<file path="config.mk">
export PLATFORM = sky130hd
export DESIGN_NAME = updown_sweep_ctrl
export DESIGN_NICKNAME = d
export VERILOG_FILES = /design/src/rtl/updown_sweep_ctrl.sv
export SDC_FILE = /design/constraint.sdc
export NUM_CORES = 1
export LEC_CHECK = 0
export CAP_MARGIN = 20
export CORE_AREA = 4 4 75 77
export DETAILED_ROUTE_END_ITERATION = 10
export DIE_AREA = 0 0 79 81
export PLACE_DENSITY_LB_ADDON = 0.2
export SLEW_MARGIN = 20
export SYNTH_ARGS = -nofsm -noshare
export SYNTH_HDL_FRONTEND = slang
export SYNTH_SLANG_ARGS = --single-unit
export TNS_END_PERCENT = 50
</file>
<file path="constraint.sdc">
create_clock -name clk -period 5.2 [get_ports clk]
set_input_delay 0.52 -clock clk [delete_from_list [all_inputs] [get_ports clk]]
set_output_delay 0.52 -clock clk [all_outputs]
set_load 0.02 [all_outputs]
</file>
<file path="src/rtl/updown_sweep_ctrl.sv">
// Triangle-sweep controller for a W-bit up/down counter: load lo, count to hi, back to lo, repeat.
// Optional macro SWEEP_PAUSE_EN adds a pause input that freezes stepping in UP/DOWN.
module updown_sweep_ctrl #(
  parameter int W   = 4,
  parameter int SW  = 8,
  parameter int DIV = 1
) (
  input  logic          clk,
  input  logic          rst,
  input  logic          cmd_valid,
  output logic          cmd_ready,
  input  logic [W-1:0]  cmd_lo,
  input  logic [W-1:0]  cmd_hi,
  input  logic [SW-1:0] cmd_sweeps,
  input  logic          abort,
`ifdef SWEEP_PAUSE_EN
  input  logic          pause,
`endif
  input  logic [W-1:0]  count_in,
  output logic          cnt_enable,
  output logic          cnt_load,
  output logic          cnt_up_down,
  output logic [W-1:0]  cnt_data_in,
  output logic          busy,
  output logic          done,
  output logic          err,
  output logic [SW-1:0] sweeps_done
);

  localparam int PW = (DIV > 1) ? $clog2(DIV) : 1;

  typedef enum logic [2:0] {IDLE, LOAD, UP, DOWN, DONE} state_t;

  state_t        state_q, state_d;
  logic [W-1:0]  lo_q, lo_d, hi_q, hi_d;
  logic [SW-1:0] sweeps_q, sweeps_d, sd_q, sd_d, sd_inc;
  logic [PW-1:0] presc_q, presc_d;
  logic          err_q, err_d;
  logic          tick, pause_w;

`ifdef SWEEP_PAUSE_EN
  assign pause_w = pause;
`else
  assign pause_w = 1'b0;
`endif

  assign tick        = (presc_q == PW'(DIV - 1));
  assign sd_inc      = sd_q + SW'(1);
  assign err         = err_q;
  assign sweeps_done = sd_q;

  always_comb begin
    state_d     = state_q;
    lo_d        = lo_q;
    hi_d        = hi_q;
    sweeps_d    = sweeps_q;
    sd_d        = sd_q;
    presc_d     = presc_q;
    err_d       = 1'b0;
    cnt_enable  = 1'b0;
    cnt_load    = 1'b0;
    cnt_up_down = 1'b0;
    cnt_data_in = '0;
    done        = 1'b0;
    cmd_ready   = (state_q == IDLE);
    busy        = (state_q != IDLE);

    case (state_q)
      IDLE: begin
        if (cmd_valid && !abort) begin
          lo_d     = cmd_lo;
          hi_d     = cmd_hi;
          sweeps_d = cmd_sweeps;
          sd_d     = '0;
          if (cmd_lo > cmd_hi) err_d = 1'b1;
          else                 state_d = LOAD;
        end
      end
      LOAD: begin
        cnt_enable  = 1'b1;
        cnt_load    = 1'b1;
        cnt_data_in = lo_q;
        presc_d     = '0;
        state_d     = UP;
      end
      UP: begin
        if (!pause_w) begin
          if (tick) begin
            presc_d = '0;
            if (count_in == hi_q) begin
              state_d = DOWN;
            end else begin
              cnt_enable  = 1'b1;
              cnt_up_down = 1'b1;
            end
          end else begin
            presc_d = presc_q + PW'(1);
          end
        end
      end
      DOWN: begin
        if (!pause_w) begin
          if (tick) begin
            presc_d = '0;
            if (count_in == lo_q) begin
              // Saturation only matters for endless (sweeps == 0) runs.
              sd_d = (sd_q == '1) ? sd_q : sd_inc;
              if (sweeps_q != '0 && sd_inc == sweeps_q) state_d = DONE;
              else                                       state_d = UP;
            end else begin
              cnt_enable = 1'b1;
            end
          end else begin
            presc_d = presc_q + PW'(1);
          end
        end
      end
      DONE: begin
        done    = 1'b1;
        state_d = IDLE;
      end
      default: state_d = IDLE;
    endcase

    // Abort overrides everything decided above, including an offered command.
    if (abort) begin
      state_d     = IDLE;
      lo_d        = lo_q;
      hi_d        = hi_q;
      sweeps_d    = sweeps_q;
      sd_d        = sd_q;
      presc_d     = '0;
      err_d       = 1'b0;
      cnt_enable  = 1'b0;
      cnt_load    = 1'b0;
      cnt_up_down = 1'b0;
      cnt_data_in = '0;
      done        = 1'b0;
    end
  end

  always_ff @(posedge clk or negedge rst) begin
    if (!rst) begin
      state_q  <= IDLE;
      lo_q     <= '0;
      hi_q     <= '0;
      sweeps_q <= '0;
      sd_q     <= '0;
      presc_q  <= '0;
      err_q    <= 1'b0;
    end else begin
      state_q  <= state_d;
      lo_q     <= lo_d;
      hi_q     <= hi_d;
      sweeps_q <= sweeps_d;
      sd_q     <= sd_d;
      presc_q  <= presc_d;
      err_q    <= err_d;
    end
  end

endmodule

</file>
==> implementation parameters, run 1 <==
Parameter                              Value

Run status
  Result of the run ... complete, no violations

Setup path
  Setup slack of the most critical reg-to-reg path ... 3.06 ns
  Data arrival at the endpoint of the critical path ... 2.46 ns
  Highest net fanout along the worst path ... 3
  Element type at the critical path end ... primary output
  Crit path required time ... roughly 4.7 ns
  CP dominant cell by count ... clkdlybuf4s50_1
  Reg-to-reg critical path startpoint ... sweeps_done[0]
  FF-to-FF path depth ... 7
  Cell Chain, Critical Path ... clkdlybuf4s50_1 > xor2_1 > nor4_4 > nand2_1 > o2111ai_1 > a21boi_0 > clkdlybuf4s50_1
  Category of the worst setup path launch point ... input pin
  Cell at the slowest stage of the critical path ... clkdlybuf4s50_1
  Capture point of the worst reg-to-reg path ... state_q[1]
  Critical path start-end classification ... in2out
  Delay contributed by the slowest stage of the critical path ... 0.63 ns

Floorplanning
  Die span in y ... 81 um
  Core area ... roughly 5000 sq um
  Total Die Area ... between 6000 and 7000 sq um
  Number of top-level design ports ... 43
  Starting Density ... 33.84%
  Number of placement rows ... 26
  Horizontal die dimension ... 79 um

Yosys
  Most used DFF post-synth ... dfrtp_1
  Syn. warnings ... 0
  Count of unique library cells instantiated by Yosys ... 42
  Async SR Flop Fraction ... 100.0%
  Post-synthesis simple-gate area fraction ... 22.44%
  Synth Cell Area ... between 1500 and 2000 sq um
  Mux share of post-synthesis cell area ... about 8%
  Number of flip-flops and latches in the synthesized netlist ... 28
  Share of synthesized cell area in full adder, half adder and majority cells ... ~3.7%
  Share of the synthesized area in compound gates (AO/OA/AOI/OAI) ... a little over an eighth
  XOR/XNOR share of the synthesized area ... 7.749%
  Post-synthesis sequential area ratio ... between 40% and 50%
  Cell count after synthesis ... 175
  Syn Nets ... 204
  Mean instance size in the synthesized netlist ... 9.688 sq um
  Count of flip-flops with a built-in enable after synthesis ... 0
  Combinational family with the most area after synthesis ... simple AND/OR/NAND/NOR gates

GRT
  Number of antenna violations at the first check in global routing ... 0
  Vias in the first global route ... 1378
  Wire length of the first global-routing pass ... roughly 6500 um
  GR Overflow Total ... 0
  Maximum number of pins on one net before global-route repair ... 29
  Gr usage total ... 13.08%

Power and ir drop
  Switching component of the power ... 0.0001759 W
  Internal power summed over all cells ... 0.0003938 W
  Sequential share of power ... 51.1%
  Total power per unit cell area ... 256.4 nW/um^2
  Combinational share of power ... 28.3%
  LEAKAGE ... 0.8757 nW
  Worst ir drop on vdd ... 0.0001113 V
  Switching Fraction ... 30.88%
  Portion of total power attributed to the clock network ... 20.6%

Flow run
  Maxcap violations ... 0

Drt
  Via/cell ratio ... 5.049
  Routed wire per std cell ... 13.82 um
  Pre-antenna DRT Iters ... 4
  First-iteration detailed-routing DRC count ... 99
  Vias ... 1439
  Final Routed Wirelength ... 3939 um
  DRC violations left ... 0
  Count of nets left with antenna violations after detail routing ... 0

STA
  Unrepaired setup endpoints after global routing ... false
  Final number of max-transition violations ... 0
  Max Clk Rate ... 0.3353 GHz
  Pin slew with the least headroom to its limit ... 0.8376 ns
  Rel. slew slack ... 44.01%
  Worst clock skew on the final layout ... 0.001505 ns
  Shortest clock period the worst path allows after layout ... 2.982 ns
  Period utilization ... 57.35%
  Hold Fails Final Rpt ... 0
  Setup TNS ... 0 ns
  Number of setup violations in the final report ... 0

Finish
  Commonest non-fill, non-tap cell in the layout ... clkdlybuf4s50_1
  Ratio of cells with drive above 1 in the final layout ... 11.16%
  Layout-stage area growth over the synthesis result ... 31.07%
  Final std cells w/o fill ... 285
  Leading cell types in the layout, fill and taps excluded ... clkdlybuf4s50_1, dfrtp_1, nand2_1
  Total area of multi-input combinational cells ... 942.2 sq um
  Final antenna diode count ... 0
  Net total in the final layout ... 246
  Area of all sequential standard cells ... 700.7 sq um
  Fill cell total of the finished layout ... ~500

Clocking
  Clock Path Buffers ... 2
  Clk slew on worst S/H paths ... ~0.090 ns
  Buffers inserted during post-CTS setup optimization ... 0
  Htree depth ... 1
  CTS resizes ... 0
  Clock root buffer ... clkbuf_8
  Insertion delay to the later sink of the worst-skew pair ... ~0.27 ns
  Number of clock sinks ... 28
  CTS tree ... built
  Number of CTS-inserted buffers ... 3
  Quantity of hold-fixing buffers added after cts ... 0

Placement
  DP Wirelength ... 3124 um
  # port buffers ... 42
  Routability congestion estimate from global placement ... 0.7810
  Number of cells after detailed placement ... around 280

Worst hold path
  Hold Crit Endpoint ... hi_q[3]
  Hold Path Depth ... 2
  Beginning of the worst hold path ... hi_q[3]
  Worst hold path class ... reg2reg
## stage by stage
stage / hold slack, ns / instance area (sq um) / utilization, % / total power, W / setup slack, ns
floorplan: 0.2244 / 1695 / - / 0.0003949 / 3.110
global placement: 0.4960 / 2181 / 43.53 / 0.0004571 / 2.243
detailed placement: 0.5088 / 2181 / 43.53 / 0.0004599 / 2.188
CTS: 0.5297 / 2222 / 44.36 / 0.0005773 / 2.191
global route: 0.5448 / 2222 / 44.36 / 0.0006049 / 2.034
finish: 0.5192 / 2222 / 44.36 / 0.0005698 / 2.218
## worst max-delay path, delay by kind of cell
kind / cells / cell delay (ns)
AOI/OAI and AO/OA: 2 / 0.38
buffers and inverters: 2 / 1.14
xor gates and xnor gates: 1 / 0.26
and+or+nand+nor: 2 / 0.16
## layout make-up
cell class	instances	area share, %
Timing Repair Buffer	43	19.26
Inverter	6	1.014
Sequential cell	28	31.53
Multi-Input combinational cell	135	42.40
Tap cell	70	3.941
Clock buffer	3	1.858
## power by group through the flow
| stage | clock network (W) | registers [W] | logic [W] |
|---|---|---|---|
| after detailed placement | 0 | 0.000296 | 0.000164 |
| after global routing | 0.000129 | 0.000298 | 0.000178 |
| after global placement | 0 | 0.000296 | 0.000161 |
| after CTS | 0.000122 | 0.000292 | 0.000164 |
| after floorplan | 0 | 0.000281 | 0.000114 |
| final | 0.000118 | 0.000291 | 0.000161 |
## sequential cells by signal, indices dropped and copies added, names as in the netlist
register and cells:
sweeps_done 8, sweeps_q 8, hi_q 4, lo_q 4, state_q 3, err 1
## logic make-up after synthesis
kind of cell / Yosys count
buffers and inverters: 12
flip-flops: 28
multiplexers: 12
AO/OA/AOI/OAI: 35
XOR/XNOR: 15
adder cells (fa/ha/maj): 5
AND/OR/NAND/NOR: 68
## synth_stat cells (5+ instances only)
cell | n | area, sq um
nor2_1 | 11 | 41.29
nand3_1 | 5 | 25.02
mux2_2 | 12 | 135.1
nand2_1 | 17 | 63.81
nor3_1 | 5 | 25.02
inv_1 | 6 | 22.52
xor2_1 | 6 | 52.55
xnor2_1 | 9 | 78.83
o21ai_0 | 15 | 75.07
dfrtp_1 | 28 | 700.7
ha_1 | 5 | 62.56
and2_1 | 5 | 31.28
## metal layers
layer | wire length (um) | GRT usage [%]
met5 | 0 | 0
met2 | 1926 | 22.31
met3 | 143 | 2.328
met1 | 1764 | 16.18
met4 | 104 | 5.842
## worst max path at each step
stage          cells past startpoint    endpoint         from
3_3_place_gp                       7  cnt_enable  count_in[2]
3_5_place_dp                       7  cnt_enable  count_in[0]
5_1_grt                            7  cnt_enable  count_in[0]
2_1_floorplan                      5  cnt_enable  count_in[0]
6_report                           7  cnt_enable  count_in[0]
4_1_cts                            7  cnt_enable  count_in[0]
Note: power is estimated with default switching activity, not from simulation.
==> inputs of run 2 (changes only) <==
clock period = 2.48 ns   (was 5.2 ns; I/O delays follow)
==> run 2 against run 1 <==
Cell count increased by 1.8%. Flip-flop and latch count unchanged. Non-clock buffer count increased by 4. Total power increased by 130%. Count of clock-buffer cells in the layout unchanged. Combinational power increased by 110%. Worst setup slack got worse by 2.0 ns. Wire length increased by 1.1%. Critical path type is now reg2out. Largest power group unchanged. Highest routed layer unchanged.
==> implementation parameters, run 2 (synthesis results as in run 1) <==
Parameter                              Value

Floorplanning
  Horizontal die dimension ... 79 um
  Number of placement rows ... 26
  Number of top-level design ports ... 43
  Starting Density ... 33.84%
  Die span in y ... 81 um
  Core area ... between 5000 and 6000 sq um
  Total Die Area ... approximately 6400 sq um

Finish
  Total area of multi-input combinational cells ... 942.2 sq um
  Layout-stage area growth over the synthesis result ... 34.76%
  Final antenna diode count ... 0
  Net total in the final layout ... 250
  Area of all sequential standard cells ... 700.7 sq um
  Commonest non-fill, non-tap cell in the layout ... clkdlybuf4s50_1
  Leading cell types in the layout, fill and taps excluded ... clkdlybuf4s50_1, dfrtp_1, nand2_1
  Fill cell total of the finished layout ... approximately 500
  Ratio of cells with drive above 1 in the final layout ... between 10% and 20%

STA
  Worst hold-check slack ... 0.3302 ns
  Worst clock skew on the final layout ... 0.006864 ns
  Setup TNS ... 0 ns
  Unrepaired setup endpoints after global routing ... false
  Period utilization ... slightly above 90%
  Final number of max-transition violations ... 0
  Rel. slew slack ... 72.02%
  Shortest clock period the worst path allows after layout ... approximately 2.3 ns
  Max Clk Rate ... 0.4429 GHz
  Hold Fails Final Rpt ... 0
  Pin slew with the least headroom to its limit ... about 0.42 ns
  Number of setup violations in the final report ... 0

Power and ir drop
  Total power per unit cell area ... 576.7 nW/um^2
  Combinational share of power ... 26.1%
  Switching Fraction ... 28.84%
  Portion of total power attributed to the clock network ... 27.6%
  Worst ir drop on vdd ... 0.0003412 V
  Sequential share of power ... 46.3%
  Switching component of the power ... 0.0003801 W
  LEAKAGE ... 0.9259 nW
  Internal power summed over all cells ... between 0.0009 and 0.001 W

Clocking
  Clock root buffer ... clkbuf_8
  Number of CTS-inserted buffers ... 3
  CTS tree ... built
  Insertion delay to the later sink of the worst-skew pair ... 0.28 ns
  Htree depth ... 1
  Number of clock sinks ... 28
  Clk slew on worst S/H paths ... about 0.10 ns
  Clock Path Buffers ... 2
  Quantity of hold-fixing buffers added after cts ... 0

GRT
  GR Overflow Total ... 0
  Gr usage total ... 12.74%
  Vias in the first global route ... 1300
  Wire length of the first global-routing pass ... 6506 um
  Maximum number of pins on one net before global-route repair ... 29
  Number of antenna violations at the first check in global routing ... 0

Drt
  Final Routed Wirelength ... roughly 4000 um
  Routed wire per std cell ... 13.73 um
  Via/cell ratio ... 4.962
  First-iteration detailed-routing DRC count ... 107
  Count of nets left with antenna violations after detail routing ... 0
  Pre-antenna DRT Iters ... 4
  Vias ... 1439
  DRC violations left ... 0

Setup path
  FF-to-FF path depth ... 7
  Highest net fanout along the worst path ... 8
  Data arrival at the endpoint of the critical path ... roughly 2.0 ns
  Critical path start-end classification ... reg2out
  Capture point of the worst reg-to-reg path ... state_q[1]
  Crit path required time ... ~2.2 ns
  Category of the worst setup path launch point ... flop
  Setup slack of the most critical reg-to-reg path ... 0.44 ns
  Element type at the critical path end ... primary output
  CP startpoint ... state_q[1]
  Reg-to-reg critical path startpoint ... sweeps_done[1]

Flow run
  Maxcap violations ... 0

Placement
  Routability congestion estimate from global placement ... 0.7695
  # port buffers ... 42
  DP Wirelength ... 3117 um

Worst hold path
  Worst hold path class ... in2async

Run status
  Result of the run ... complete, no violations
==> run 2: cell count changes in the layout (fill, tap and decap cells not counted), sizes merged <==
cell and delta:
buf +4, bufinv +1, clkdlybuf4s50 -1, dlymetal6s2s +1
==> run 2: cell type report <==
type / count / share of cell area, %
Clock buffer: 3 / 1.807
Clock inverter: 1 / 1.314
Inverter: 6 / 0.9858
Multi-Input combinational cell: 135 / 41.24
Sequential cell: 28 / 30.67
Tap cell: 70 / 3.834
Timing Repair Buffer: 47 / 20.15
==> run 2: power by group through the flow <==
stage                     clock network [W]  logic [W]  registers, W
after global placement                    0   0.000344      0.000620
final                              0.000363   0.000344      0.000610
after floorplan                           0   0.000239      0.000589
after detailed placement                  0   0.000348      0.000620
after global routing               0.000391   0.000380      0.000624
after CTS                          0.000374   0.000349      0.000611
==> run 2: metrics by stage <==
| step | instances | instance area [sq um] | power [W] | worst slack [ns] | utilization, % |
|---|---|---|---|---|---|
| floorplan | 175 | 1695 | 0.0008280 | 0.5267 | - |
| global placement | 286 | 2211 | 0.0009639 | 0.1195 | 44.13 |
| detailed placement | 286 | 2211 | 0.0009684 | 0.1028 | 44.13 |
| CTS | 290 | 2282 | 0.001334 | 0.09899 | 45.55 |
| global route | 290 | 2285 | 0.001395 | 0.1404 | 45.60 |
| finish | 290 | 2285 | 0.001318 | 0.2222 | 45.60 |
==> run 2: how the worst max path moves through the flow <==
stage,depth (start not counted),endpoint
after global routing,5,cnt_data_in[2]
final,5,cnt_data_in[0]
after detailed placement,7,cnt_enable
after floorplan,7,state_q[1]
after global placement,7,cnt_enable
after CTS,7,cnt_enable
==> run 2: per-layer routing <==
metal / vias to the layer above / GRT usage (%) / share of wire [%]
met5: - / 0 / 0
met3: 2 / 2.772 / 3.9
met2: 29 / 21.97 / 48
met1: 683 / 16.69 / 47
met4: 0 / 2.062 / 0.93
li1: 725 / - / -
==> run 2: worst max-delay path, cell delays in order, from the launching register on <==
cell,delay (ns)
dfrtp_1,0.48
nand2b_1,0.20
nor3_1,0.16
buf_4,0.17
and2_1,0.12
clkdlybuf4s50_1,0.61
==> run 2: what timing repair did <==
item | CTS | global route
buffers inserted | 0 | 0
endpoints found under the hold margin | 0 | 0
endpoints found under the setup margin | 0 | 1
resized for setup | 0 | 1
==> inputs of run 3 (changes only) <==
clock period = 2.8 ns   (was 2.48 ns; I/O delays follow)
==> run 3 against run 2 <==
Non-clock buffer count is 3 lower. Critical path depth is 2 higher. Wire length is 1.3% lower. Total power is 19% lower. Largest cell class unchanged. Largest power group unchanged. Highest routed layer unchanged.
==> implementation parameters, run 3 (synthesis results as in run 1) <==
Parameter                              Value

Run status
  Result of the run ... complete, no violations

Finish
  Final antenna diode count ... 0
  Ratio of cells with drive above 1 in the final layout ... 11.57%
  Commonest non-fill, non-tap cell in the layout ... clkdlybuf4s50_1
  Leading cell types in the layout, fill and taps excluded ... clkdlybuf4s50_1, dfrtp_1, nand2_1
  Post-layout util ... around 45%
  Net total in the final layout ... 247
  Fill cell total of the finished layout ... around 500
  Layout-stage area growth over the synthesis result ... 31.51%

Setup path
  Category of the worst setup path launch point ... input pin
  FF-to-FF path depth ... 7
  Element type at the critical path end ... primary output
  Cell Chain, Critical Path ... clkdlybuf4s50_1 > xor2_1 > nor4_4 > nand2_1 > o2111ai_1 > a21boi_0 > clkdlybuf4s50_1
  Critical path start-end classification ... in2out
  Setup slack of the most critical reg-to-reg path ... 0.65 ns
  Data arrival at the endpoint of the critical path ... 2.22 ns
  Delay contributed by the slowest stage of the critical path ... 0.63 ns
  Capture point of the worst reg-to-reg path ... state_q[1]
  CP startpoint ... count_in[2]
  Cell at the slowest stage of the critical path ... clkdlybuf4s50_1
  Reg-to-reg critical path startpoint ... sweeps_done[0]
  Highest net fanout along the worst path ... 3
  CP dominant cell by count ... clkdlybuf4s50_1
  Crit path required time ... 2.52 ns

Clocking
  Clock Path Buffers ... 2
  Insertion delay to the later sink of the worst-skew pair ... 0.27 ns
  Clock root buffer ... clkbuf_8
  Quantity of hold-fixing buffers added after cts ... 0
  Htree depth ... 1
  CTS tree ... built
  Clk slew on worst S/H paths ... 0.10 ns
  Buffers inserted during post-CTS setup optimization ... 0
  CTS resizes ... 0
  Number of CTS-inserted buffers ... 3
  Number of clock sinks ... 28

GRT
  Wire length of the first global-routing pass ... 6568 um
  Maximum number of pins on one net before global-route repair ... 29
  Number of antenna violations at the first check in global routing ... 0
  GR Overflow Total ... 0
  Vias in the first global route ... approximately 1400
  Gr usage total ... 12.95%

STA
  Shortest clock period the worst path allows after layout ... 2.496 ns
  Worst clock skew on the final layout ... 0.005840 ns
  Pin slew with the least headroom to its limit ... 0.4939 ns
  Period utilization ... 89.13%
  Hold Fails Final Rpt ... 0
  Number of setup violations in the final report ... 0
  Rel. slew slack ... between 60% and 70%
  Max Clk Rate ... 0.4007 GHz
  Least setup slack across all paths after layout ... between 0.3 and 0.4 ns
  Setup TNS ... 0 ns
  Final number of max-transition violations ... 0
  Unrepaired setup endpoints after global routing ... false

Placement
  DP Wirelength ... 3124 um
  # port buffers ... between 40 and 50
  Post-placement setup slack ... 0.2948 ns
  Routability congestion estimate from global placement ... 0.8161

Power and ir drop
  Worst ir drop on vdd ... between 0.00015 and 0.0002 V
  Switching component of the power ... 0.0003289 W
  Internal power summed over all cells ... 0.0007326 W
  Combinational share of power ... between 20% and 30%
  Portion of total power attributed to the clock network ... 20.8%
  Sequential share of power ... 50.9%
  LEAKAGE ... approximately 0.88 nW
  Total power per unit cell area ... 476.1 nW/um^2
  Power, Total ... 0.001061 W
  Switching Fraction ... 30.98%

Drt
  First-iteration detailed-routing DRC count ... 104
  Routed wire per std cell ... 13.73 um
  Vias ... ~1400
  Via/cell ratio ... 5.010
  Final Routed Wirelength ... 3928 um
  Count of nets left with antenna violations after detail routing ... 0
  Pre-antenna DRT Iters ... 4
  DRC violations left ... 0

Floorplanning
  Starting Density ... 33.84%
  Number of top-level design ports ... 43
  Horizontal die dimension ... roughly 80 um
  Number of placement rows ... 26
  Core area ... 5010 sq um
  Total Die Area ... 6399 sq um
  Die span in y ... between 80 and 90 um

Flow run
  Maxcap violations ... 0

Worst hold path
  Worst hold path class ... in2async
==> run 3: cell types whose count changed in the layout (fill, tap and decap cells not counted) <==
cell,delta
clkdlybuf4s50_1,+1
buf_4,-3
bufinv_16,-1
dlymetal6s2s_1,-1
==> run 3: routing by layer <==
| layer | part of all wire, % | up-vias | wire, um | global-route usage [%] |
|---|---|---|---|---|
| met5 | 0 | - | 0 | 0 |
| met4 | 2.1 | 0 | 83 | 5.326 |
| met3 | 3.8 | 8 | 150 | 1.996 |
| met2 | 47 | 34 | 1855 | 21.55 |
| met1 | 47 | 676 | 1839 | 16.83 |
| li1 | - | 715 | - | - |
==> run 3: power by group through the flow <==
stage / Clock (W) / Combinational [W] / Sequential, W
global route: 0.000250 / 0.000333 / 0.000550
CTS: 0.000228 / 0.000305 / 0.000541
detailed placement: 0 / 0.000304 / 0.000549
global placement: 0 / 0.000301 / 0.000550
finish: 0.000221 / 0.000301 / 0.000540
floorplan: 0 / 0.000211 / 0.000522
==> run 3: area by class of cell <==
type,instances,area (sq um),area share [%]
multi-input combinational,135,942.2,42.26
tap,70,87.58,3.928
clock buffer,3,41.29,1.852
sequential,28,700.7,31.43
inverter,6,22.52,1.010
timing repair buffer,44,435.4,19.53
==> run 3: worst max path at each step <==
stage | end | slack (ns) | depth (start not counted)
final | cnt_enable | 0.30 | 7
after global routing | cnt_enable | 0.16 | 7
after CTS | cnt_enable | 0.30 | 7
after detailed placement | cnt_enable | 0.29 | 7
after global placement | cnt_enable | 0.32 | 7
after floorplan | state_q[1] | 0.85 | 7
==> run 3: per-stage QoR <==
step           std cells  cell area (sq um)  hold slack [ns]
3_5_place_dp         283               2188           0.5052
4_1_cts              286               2230           0.4001
6_report             286               2230           0.3757
5_1_grt              286               2230           0.4193
3_3_place_gp         283               2188           0.4952
2_1_floorplan        175               1695         -0.01559
==> run 3: critical path, delay by kind of cell <==
| family | cells | cell delay [ns] |
|---|---|---|
| buffers and inverters | 2 | 1.14 |
| AO/OA/AOI/OAI | 2 | 0.38 |
| XOR/XNOR | 1 | 0.25 |
| AND/OR/NAND/NOR | 2 | 0.17 |
==> variant: new RTL, settings of run 2 <==
The 5 states of `state_t` get a one-hot encoding in 5 bits.
--- a/src/rtl/updown_sweep_ctrl.sv
+++ b/src/rtl/updown_sweep_ctrl.sv
@@ -31,3 +31,3 @@
 
-  typedef enum logic [2:0] {IDLE, LOAD, UP, DOWN, DONE} state_t;
+  typedef enum logic [4:0] {IDLE = 5'b00001, LOAD = 5'b00010, UP = 5'b00100, DOWN = 5'b01000, DONE = 5'b10000} state_t;
 
Formal check against the unedited RTL: same outputs for any inputs over 10 cycles, from zero or initial values and one cycle with rst low; not proved beyond that.
==> variant against run 2 <==
Final cell count grew 4.1%; combinational power grew 11%; area after synthesis grew 2.7%; critical path depth shrank 1; hold slack gained 0.020 ns; largest cell class unchanged; design area grew 5.4%; critical endpoint is now cnt_data_in[1]; register-to-register slack lost 0.22 ns; setup slack lost 0.029 ns; routed wire length grew 0.45%; total power grew 17%; sequential cell count grew 2; sequential share of layout area grew 0.55 points; clock power grew 33%; global-route usage grew 1.1 points.
==> variant: results <==
export IMPL_status="finished, final reports clean"
export IMPL_htree_levels=2
export IMPL_holdWs_ns=0.350
export IMPL_p_leak_nw=1.02
export IMPL_grtUsageMet1=0.176
export IMPL_cts_buffer_depth=2
export IMPL_cts_inserted_buffers=5
export IMPL_relSlewSlack=0.750
export IMPL_portBuffers=42
export IMPL_wl_met1_um=1920
export IMPL_crit_family="simple AND/OR/NAND/NOR gates"
export IMPL_drive_above_1_share=0.147
export IMPL_syn_area_per_cell_um2=9.78
export IMPL_hold_path_class="primary input to async pin"
export IMPL_r2r_end="state_q[2]"
export IMPL_clk_pin_slew_worst_paths_ns=0.07
export IMPL_use_met2=0.219
export IMPL_met3_wirelength_um=142
export IMPL_via_count=1482
export IMPL_ys_seq_area_frac=0.432
export IMPL_r2r_slack_ns=0.22
export IMPL_placed_cells=294
export IMPL_routedWlPerCell_um=13.2
export IMPL_switchingPower_w=0.000445
export IMPL_final_cells=302
export IMPL_drt_iter0_markers=79
export IMPL_synth_net_count=207
export IMPL_ir_drop_mv=0.309
export IMPL_place_ws_ns=0.0186
export IMPL_crit_fanout=7
export IMPL_grt_usage=0.138
export IMPL_arrival_ns=2.04
export IMPL_routed_top_layer="met4"
export IMPL_grt_max_degree=31
export IMPL_dpl_cell_area_um2=2290
export IMPL_r2r_start="sweeps_done[0]"
export IMPL_crit_slowest_cell="clkdlybuf4s50_1"
export IMPL_hpwl_um=3090
export IMPL_synth_common_cells="dfrtp_1 (29), nor2_1 (14), nand2_1 (13), o21ai_0 (13), xnor2_1 (13)"
export IMPL_routed_wl_met2_um=1860
export IMPL_finClkSkew_ns=0.00588
export IMPL_grtUsageMet3=0.0366
export IMPL_synthTopCellsByArea="dfrtp_1 (42%), xnor2_1 (6.5%), mux2_2 (5.8%)"
export IMPL_nNetsFinal=260
export IMPL_gp_congestion=0.780
variant: what timing repair did:
item	4_1_cts	5_1_grt
gates cloned	0	0
endpoints found under the setup margin	1	1
gates resized for setup	1	1
variant: how the worst max path moves through the flow:
stage	from	end	slack (ns)	depth (start not counted)
final	state_q[2]	cnt_data_in[1]	0.19	4
after CTS	state_q[1]	cnt_up_down	0.12	4
after global placement	count_in[0]	cnt_enable	0.03	7
after global routing	state_q[1]	cnt_up_down	0.02	4
after detailed placement	count_in[3]	cnt_enable	0.02	7
after floorplan	sweeps_done[0]	state_q[2]	0.30	7
variant: power by group through the flow:
stage               registers [W]  logic [W]  clock network (W)
floorplan                0.000660   0.000258                  0
global placement         0.000687   0.000378                  0
detailed placement       0.000688   0.000384                  0
CTS                      0.000678   0.000385           0.000502
global route             0.000694   0.000426           0.000522
finish                   0.000678   0.000383           0.000483
variant: cell type report:
| cell class | count | area, µm² |
|---|---|---|
| repair buffers | 51 | 487 |
| multi-input cells | 134 | 940 |
| well taps | 70 | 87.6 |
| clock buffers | 5 | 68.8 |
| clock inverters | 3 | 40.0 |
| inverters | 9 | 33.8 |
| flip-flops and latches | 30 | 752 |
| fillers | 510 | 2600 |
variant: kinds of logic (layout without fill, tap and decap cells):
group | Yosys count | after routing | synth area share
compound gates | 36 | 36 | 0.128
xor+xnor | 19 | 19 | 0.0956
flops | 30 | 30 | 0.432
buf+inv | 14 | 68 | 0.0323
mux | 12 | 12 | 0.0776
simple gates | 62 | 62 | 0.198
fa+ha+maj | 5 | 5 | 0.0359
